===== src/rtl/pc_stack.sv =====
`default_nettype none
// +---------------------------------------------------------------------------+
// | pc_stack: program counter with return-address stack (hold/inc/jump/call/ret)|
// | Option: define PC_STACK_OVERWRITE_EN for a circular, never-rejecting stack. |
// | Revision: 1.0                                                             |
// +---------------------------------------------------------------------------+
module pc_stack #(
  parameter int             N          = 16,
  parameter int             DEPTH      = 8,
  parameter logic [N-1:0]   RESET_ADDR = '0
) (
  input  logic                       clk,
  input  logic                       rst_n,
  input  logic [N-1:0]               in,
  input  logic                       inc,
  input  logic                       load,
  input  logic                       call,
  input  logic                       ret,
  output logic [N-1:0]               out,
  output logic [$clog2(DEPTH+1)-1:0] sp,
  output logic                       full,
  output logic                       empty,
  output logic                       err
);

  localparam int SPW = $clog2(DEPTH+1);
  localparam int PW  = $clog2(DEPTH);

  logic [N-1:0]  stack [DEPTH];
  logic [PW-1:0] top;      // next write slot; wraps modulo DEPTH
  logic [PW-1:0] top_dec;
  logic [N-1:0]  out_inc;
  logic          do_ret;
  logic          do_call;
  logic          push;

  assign full    = (sp == SPW'(DEPTH));
  assign empty   = (sp == '0);
  assign out_inc = out + N'(1);
  assign top_dec = top - PW'(1);

  assign do_ret  = ret && !empty;
  assign do_call = !ret && call;
`ifdef PC_STACK_OVERWRITE_EN
  assign push    = rst_n && do_call;
`else
  assign push    = rst_n && do_call && !full;
`endif

  always_ff @(posedge clk) begin
    if (push) begin
      stack[top] <= out_inc;
    end
  end

  always_ff @(posedge clk) begin
    if (!rst_n) begin
      out <= RESET_ADDR;
      sp  <= '0;
      top <= '0;
      err <= 1'b0;
    end else if (ret) begin
      if (do_ret) begin
        out <= stack[top_dec];
        sp  <= sp - SPW'(1);
        top <= top_dec;
      end else begin
        err <= 1'b1;
      end
    end else if (call) begin
`ifdef PC_STACK_OVERWRITE_EN
      // When full, the write lands on the oldest slot and the depth stays put.
      out <= in;
      top <= top + PW'(1);
      if (!full) begin
        sp <= sp + SPW'(1);
      end
`else
      if (full) begin
        err <= 1'b1;
      end else begin
        out <= in;
        sp  <= sp + SPW'(1);
        top <= top + PW'(1);
      end
`endif
    end else if (load) begin
      out <= in;
    end else if (inc) begin
      out <= out_inc;
    end
  end

endmodule
`default_nettype wire


===== config.mk =====
export PLATFORM = sky130hd
export DESIGN_NAME = pc_stack
export DESIGN_NICKNAME = d
export VERILOG_FILES = /design/src/rtl/pc_stack.sv
export SDC_FILE = /design/constraint.sdc
export NUM_CORES = 1
export LEC_CHECK = 0
export ABC_AREA = 0
export CORE_ASPECT_RATIO = 1.5
export CORE_MARGIN = 5
export CORE_UTILIZATION = 45
export DETAILED_ROUTE_END_ITERATION = 7
export PLACE_DENSITY = 0.73
export SLEW_MARGIN = 20
export SYNTH_ARGS = -nofsm -noshare
export SYNTH_HDL_FRONTEND = slang
export SYNTH_SLANG_ARGS = --single-unit
export TNS_END_PERCENT = 10

===== constraint.sdc =====
create_clock -name clk -period 3.3 [get_ports clk]
set_input_delay 0.66 -clock clk [delete_from_list [all_inputs] [get_ports clk]]
set_output_delay 0.66 -clock clk [all_outputs]
set_load 0.01 [all_outputs]

* Word-level counts from Yosys, hierarchy flattened *
Memories as Yosys holds them, arrays and structs flattened.
Index checks and enable logic that the tools add are counted.

word-level totals
  memories kept = 1
  bits of input ports = 22
  word-level logic and storage cells = 49
  register bits after elaboration = 24
  RAM bits = 128
  output and inout bits = 23

operators by class
  multiplexer cells = 20
  reductions and logical operators = 14
  add/sub/neg operators = 5
  equal/unequal tests = 5

memory list
  memory  depth  bits a word  rd ports  clocked after Yosys merged registers in  wr ports  RTL line  text
  stack   8      16           1         0                                        1         29        logic [N-1:0] stack [DEPTH];

operator list
  kind                     count
  $mux W16                 6
  $add A16 B1 Y16 const B  1
  $mux W4                  4
  $mux W3                  4
  $reduce_and A3 Y1        3
  $mux W1                  6
  $add A4 B1 Y4 const B    1
  $eq A4 B4 Y1 const B     1
  $logic_and A1 B1 Y1      4
  $logic_not A4 Y1         1
  $ne A2 B2 Y1 const B     2
  $reduce_bool A2 Y1       2
  $reduce_bool A4 Y1       1
  $sub A4 B1 Y4 const B    1
  $add A3 B1 Y3 const B    1
  $logic_not A1 Y1         3
  $ne A3 B3 Y1 const B     1
  $sub A3 B1 Y3 const B    1
  $ne A2 B1 Y1 const B     1

* Longest topological paths before layout *
Gate-level depths: netlist of run 1.

  depth in word-level cells = 6
  mapped depth = 11

* Worst setup path before layout of run 1 *
Ideal clock, no wire load.

  path type = reg2reg
  start = register top[0]
  end = register out[8]
  setup slack = 399 ps
  stages on the path, launching flop included = 12
  arrival time = 2782 ps
  required time = 3181 ps
  cell sequence = dfxtp_1 -> buf_2 -> buf_2 -> buf_4 -> inv_1 -> ha_1 -> clkbuf_1 -> clkbuf_1 -> mux4_2 -> a22oi_1 -> nand2_1 -> o221a_2

on the way
  longest elaborated chain between the ends = 4

ends and longest elaborated chain
  what                    RTL line  text
  start, declared         30        logic [PW-1:0] top;
  start signal, assigned  66        top <= top_dec;
  start signal, assigned  84        top <= top + PW'(1);
  $sub A3 B1 Y3           40        assign top_dec = top - PW'(1);
  $mem_v2 Z8 W16          --
  $mux W16                63        if (do_ret) begin
  $mux W16                62        end else if (ret) begin
  end signal, assigned    64        out <= stack[top_dec];
  end signal, assigned    82        out <= in;
  end signal, assigned    88        out <= in;
  end, declared           19        output logic [N-1:0] out,

Every way passes these cells. The select of a mux whose other input is x is not followed.
A chain may end at the register's enable or synchronous reset.

* Worst setup path in the final report of run 1 *
  start = register sp[3]
  end = output empty

on the way
  longest elaborated chain between the ends = 1

ends and longest elaborated chain
  what                    RTL line  text
  start, declared         20        output logic [$clog2(DEPTH+1)-1:0] sp,
  start signal, assigned  65        sp <= sp - SPW'(1);
  start signal, assigned  83        sp <= sp + SPW'(1);
  $logic_not A4 Y1        38        assign empty = (sp == '0);
  end, declared           22        output logic empty,

Every way passes these cells.

==> results of run 1 <==
-- layout make-up --
type	count	share of cell area (%)
timing repair buffer	68	7.933
tap	192	3.071
inverter	8	0.3839
clock buffer	18	5.486
sequential	152	55.29
clock inverter	14	2.335
multi-input combinational	235	25.50
-- worst min-delay path by stage --
stage,start,to,cells after the start
finish,err,err,1
global placement,err,err,1
floorplan,err,err,1
global route,err,err,1
CTS,err,err,1
detailed placement,err,err,1
-- power by group --
| group | internal (mW) | switching (mW) |
|---|---|---|
| registers | 2.57 | 0.292 |
| clock network | 1.15 | 0.824 |
| logic | 1.06 | 1.24 |
| total | 4.78 | 2.36 |
-- state kept, by name, summed over array words and instances, names as in the netlist --
signal / flops
stack: 128
err: 1
top: 3
out: 16
sp: 4
-- worst max-delay path, stage by stage, from the launching register on --
cell and delay (ns):
dfxtp_1 0.37, nor4_1 0.40, clkdlybuf4s50_1 0.61
-- kinds of logic after synthesis --
group / count (synthesis) / synth area share [%]
adder cells (fa/ha/maj): 6 / 1.279
buffers and inverters: 37 / 2.326
AND/OR/NAND/NOR: 97 / 7.054
flip-flops: 152 / 66.98
multiplexers: 36 / 11.80
AO/OA/AOI/OAI: 77 / 7.985
XOR/XNOR: 19 / 2.578
-- cells in the final DEF (no fill, tap or decap), types with 3 or more instances in the layout --
| cell | count |
|---|---|
| nand2_1 | 23 |
| a21oi_1 | 10 |
| nand3_1 | 11 |
| clkinv_4 | 4 |
| nor4_1 | 3 |
| o211ai_1 | 3 |
| buf_4 | 24 |
| inv_6 | 3 |
| a22oi_1 | 12 |
| a31oi_1 | 11 |
| o211a_1 | 3 |
| mux2i_1 | 3 |
| or3_1 | 4 |
| xor2_1 | 10 |
| clkbuf_16 | 17 |
| nand4_1 | 3 |
| o21ai_0 | 20 |
| inv_1 | 8 |
| and2_1 | 5 |
| edfxtp_1 | 128 |
| nor2_1 | 30 |
| dfxtp_1 | 23 |
| nand2b_1 | 5 |
| clkdlybuf4s50_1 | 44 |
| xnor2_1 | 9 |
| ha_1 | 5 |
| inv_8 | 4 |
| o21a_1 | 4 |
| mux4_2 | 32 |
| nor3_1 | 3 |
-- Yosys cell counts, types with 3 or more instances --
library cell    n
o211ai_1        3
nor3_1          5
inv_1           8
o21a_1          4
xnor2_1         9
a22oi_1        12
mux2i_1         3
buf_2           6
a21oi_1        10
xor2_1         10
edfxtp_1      128
clkbuf_1       20
o21ai_0        20
and2_1          5
nor4_1          3
dfxtp_1        24
nand2_1        23
a31oi_1        11
nand4_1         3
nand2b_1        5
nor2_1         31
nand3_1        11
ha_1            5
mux4_2         32
o211a_1         3
or3_1           4
-- per-stage QoR --
step / cells / power (mW) / setup slack, ns / utilization (%) / area (sq um)
final: 687 / 7.133 / 0.8347 / 55.64 / 7823
after global routing: 687 / 7.472 / 0.7267 / 55.64 / 7823
after CTS: 687 / 7.160 / 0.8110 / 55.64 / 7823
after detailed placement: 655 / 5.191 / 0.6116 / 51.29 / 7211
after global placement: 655 / 5.117 / 0.6261 / 51.29 / 7211
after floorplan: 424 / 4.292 / 0.3991 / - / 6456
-- layer usage --
layer | track usage (%) | wire (um) | up-vias
li1 | - | - | 1764
met1 | 21.66 | 5491 | 2005
met2 | 32.95 | 8094 | 181
met3 | 4.499 | 1147 | 32
met4 | 9.206 | 449 | 0
met5 | 0 | 0 | -
==> results.toml, run 1 <==
[outcome]
outcome = "finished, final reports clean"

[logic_synthesis]
synth.top_cell.area_share_pct = 59.53
synth_nets = 452
ys.flop_type = "edfxtp_1"
synth_seq_area_share_pct = 66.98
syn_inst = 424
synthDistinctLibCells = 45
synth_area_sq_mm = 0.006456
yosysWarnings = 0
yosys.area.top_type = "edfxtp_1"
synth.avg_cell_area_sq_um = 15.23
ys_ff_latch = 152
synth-edff-count = 128
ys_async_sr_fraction_pct = 0
synth_area_leaders = "edfxtp_1 60%, mux4_2 11%, dfxtp_1 7.4%, nor2_1 1.8%, o21ai_0 1.6%"

[place]
place.gp.congestion = 0.8398
hpwlAfterDp_um = 9616
io_buffer_count = 44

[worst_setup_path]
critPathMaxFanout = 8
cp-startpoint = "sp[3]"
regToRegSetupSlack_ns = 0.94
worstPathRequired_ns = 2.64
r2r_cells = 5
crit_end = "empty"
start_kind = "flip-flop"
path_class = "flip-flop to output pin"
r2r_start = "out[1]"
crit_arrival_ns = 1.81
r2r-end = "stack[1][10]"
cp-end-kind = "output pin"

[timing]
tightestPinTransition_ns = 0.7092
setup_tns_ns = 0
finalSetupViolations = 0
holdWs_ns = 0.4772
fmax_ghz = 0.4056
rsz0062_at_grt = "no"
min_period_over_period_pct = 74.71
slew_viol_final = 0
skew_ns = 0.007131
relSlewSlack_pct = 52.56
fin_crit_ns = 2.465
finalHoldViolations = 0

[clock_tree]
numCtsBuffers = 17
cts_resized = 0
clk_pin_slew_worst_paths_ns = 0.06
cts_hold_buf = 0
cts.sinks = 152
htreeDepth = 4
cts_setup_buffers = 0
clockBufferDepth = 2
clock_latency_ns = 0.42
cts_tree = "done"
cts_root_buf = "clkbuf_16"

[cells_and_area]
area_growth_pct = 21.16
multi_input_comb_area_sq_mm = 0.001994
regArea_sq_mm = 0.004325
diodes = 0
n_fill_cell = 1119
layout.nets = 510
drive_above_1_share_pct = 19.19

[die]
start_util_pct = 45.92
die-area_sq_mm = 0.01689
die_x_um = 107.8
num_io_pins = 45
die_y_um = 156.7
row_count = 53
coreArea_sq_mm = 0.01406

[global_route]
grt_first_pass_wirelength_um = 23140
overflow = 0
grt_max_degree = 35
track_usage_pct = 18.89
grt_pass1_vias = 4097
antenna_found_initial = 0

[job]
maxCapViolCount = 0

[drt]
detail_route.first_pass.iterations = 7
totalWireLength_um = 15180
vias_per_cell = 5.796
routedWlPerCell_um = 22.10
final_antenna_net_count = 0
drt_iter0_drc = 296
drc = 0
num_vias = 3982

[hold_path]
hold_class = "flip-flop to flip-flop"

[pwr]
powerDensity_mw_per_mm2 = 911.8
p_leak_nw = 2.647
max-vdd-ir-drop_mv = 0.3432
Power figures use the tool's default switching activity.
==> run 2, diff against run 1 <==
--- a/config.mk
+++ b/config.mk
@@ -10,7 +10,7 @@
 export CORE_MARGIN = 5
 export CORE_UTILIZATION = 45
 export DETAILED_ROUTE_END_ITERATION = 7
-export PLACE_DENSITY = 0.73
+export PLACE_DENSITY = 0.75
 export SLEW_MARGIN = 20
 export SYNTH_ARGS = -nofsm -noshare
 export SYNTH_HDL_FRONTEND = slang
==> constraint.sdc (replaced) <==
create_clock -name clk -period 2.18 [get_ports clk]
set_input_delay 0.436 -clock clk [delete_from_list [all_inputs] [get_ports clk]]
set_output_delay 0.436 -clock clk [all_outputs]
set_load 0.01 [all_outputs]
==> results.toml, run 2 (synthesis results as in run 1) <==
[pwr]
power.switching_fraction_pct = 32.89
p_int_mw = 7.522
seqPwrFrac_pct = 37.9
combinationalPowerShare_pct = 36.7
p_leak_nw = 2.812
p_switching_mw = 3.687
max-vdd-ir-drop_mv = 0.7076
power.share.clock_pct = 25.4
powerDensity_mw_per_mm2 = 1381

[place]
io_buffer_count = 44
place.gp.congestion = 0.8773
hpwlAfterDp_um = 10610

[die]
start_util_pct = 45.92
coreArea_sq_mm = 0.01406
die-area_sq_mm = 0.01689
die_x_um = 107.8
num_io_pins = 45
row_count = 53
die_y_um = 156.7

[clock_tree]
clock_latency_ns = 0.42
numCtsBuffers = 17
cts_root_buf = "clkbuf_16"
cts_tree = "done"
htreeDepth = 4
cts.sinks = 152
cts_setup_buffers = 0
clk_pin_slew_worst_paths_ns = 0.06
cts_hold_buf = 0
clockBufferDepth = 2

[drt]
drt_iter0_drc = 367
detail_route.first_pass.iterations = 5
totalWireLength_um = 15700
final_antenna_net_count = 0
routedWlPerCell_um = 21.84
num_vias = 4158
vias_per_cell = 5.783
drc = 0

[timing]
rsz0062_at_grt = "yes"
setup_ws_ns = -0.01947
fmax_ghz = 0.4547
setup_tns_ns = -0.01947
min_period_over_period_pct = 100.9
skew_ns = 0.006754
slew_viol_final = 0
fin_crit_ns = 2.199
finalSetupViolations = 1
tightestPinTransition_ns = 0.7211
finalHoldViolations = 0
relSlewSlack_pct = 51.58

[job]
maxCapViolCount = 0

[worst_setup_path]
cp_cell_sequence = "nor3_2, and2_1, clkdlybuf4s50_1"
crit_buf_inv = 1
crit_arrival_ns = 1.76
cp_num_cells = 3
crit_path_max_incr_delay_ns = 0.53
path_class = "flip-flop to output pin"
critPathMaxFanout = 5
regToRegSetupSlack_ns = 0.12
critical-path-slowest-cell = "clkdlybuf4s50_1"
r2r-end = "out[14]"
cp-end-kind = "output pin"
start_kind = "flip-flop"
worstPathRequired_ns = 1.74
crit_family = "buffers and inverters"
r2r_cells = 6
crit_end = "full"
cp-startpoint = "sp[0]"
r2r_start = "out[0]"

[global_route]
antenna_found_initial = 0
grt_first_pass_wirelength_um = 24690
overflow = 0
track_usage_pct = 19.66
grt_max_degree = 34
grt_pass1_vias = 4305

[hold_path]
min_path_cells = 1
hp-start = "err"
hold_class = "flip-flop to flip-flop"

[cells_and_area]
fin_util_pct = 57.74
drive_above_1_share_pct = 25.24
layout.nets = 542
largest_register_ffs = 128
diodes = 0
area_growth_pct = 25.74
largest-register = "stack"
layout_commonest_cell = "edfxtp_1"
n_fill_cell = 1071
reg_top3 = "stack: 128 flops, out: 16 flops, sp: 4 flops"
final_cell_mix = "128 x edfxtp_1, 54 x buf_4, 43 x clkdlybuf4s50_1"

[outcome]
violations = "negative setup slack"
outcome = "complete, but fails checks"
==> run 2: changes by cell type in the layout (fill, tap and decap cells not counted), moves of 2 or more <==
cell	change
buf_12	+2
buf_4	+30
clkinv_1	+2
clkinvlp_4	+3
inv_8	-3
xor2_1	-2
xor2_2	+2
==> run 2: cell type report <==
class | count | area, sq um | share of cell area, %
clock buffers | 18 | 429.2 | 5.287
clock inverters | 14 | 150.1 | 1.850
inverters | 8 | 30.03 | 0.3699
multi-input cells | 235 | 2054 | 25.31
flip-flops and latches | 152 | 4325 | 53.28
well taps | 192 | 240.2 | 2.959
repair buffers | 100 | 888.4 | 10.94
==> run 2: metrics by stage <==
| stage | hold slack (ns) | instance area, sq um | std cells | power (mW) | worst slack [ns] |
|---|---|---|---|---|---|
| 3_3_place_gp | 0.4485 | 7488 | 687 | 8.161 | -0.3299 |
| 3_5_place_dp | 0.4574 | 7488 | 687 | 8.301 | -0.4890 |
| 6_report | 0.4639 | 8118 | 719 | 11.21 | -0.01947 |
| 4_1_cts | 0.4713 | 8087 | 719 | 11.22 | -0.009346 |
| 5_1_grt | 0.5037 | 8118 | 719 | 11.71 | -0.07381 |
| 2_1_floorplan | 0.5094 | 6534 | 424 | 6.645 | -0.06824 |
==> run 2: power by group through the flow <==
stage | combinational (mW) | sequential [mW] | clock (mW)
2_1_floorplan | 2.37 | 4.28 | 0
3_3_place_gp | 3.91 | 4.25 | 0
3_5_place_dp | 4.03 | 4.27 | 0
4_1_cts | 4.11 | 4.23 | 2.88
5_1_grt | 4.41 | 4.29 | 3.01
6_report | 4.11 | 4.25 | 2.85
==> run 2: per-layer routing <==
metal	vias up	share of wire, %	global-route usage (%)
met3	37	6.7	4.333
met2	196	51	32.95
met5	-	0	0
li1	1828	-	-
met1	2097	39	24.29
met4	0	3.2	9.025
==> run 2: worst reg2reg max path, cell delays in order, from the launching register on <==
cell	delay [ns]
dfxtp_1	0.39
ha_1	0.20
nand3_1	0.11
or3_4	0.40
or4_1	0.50
a31o_1	0.26
a31oi_1	0.15
==> run 2: repair_timing <==
item                       in CTS  in global routing
gates resized for setup         4                  5
setup endpoints to repair      12                 27
cloned                          0                  0
==> run 2: worst min-delay path by stage <==
stage | slack, ns | end
3_5_place_dp | 0.46 | err
6_report | 0.46 | err
2_1_floorplan | 0.51 | err
3_3_place_gp | 0.45 | err
5_1_grt | 0.50 | err
4_1_cts | 0.47 | err
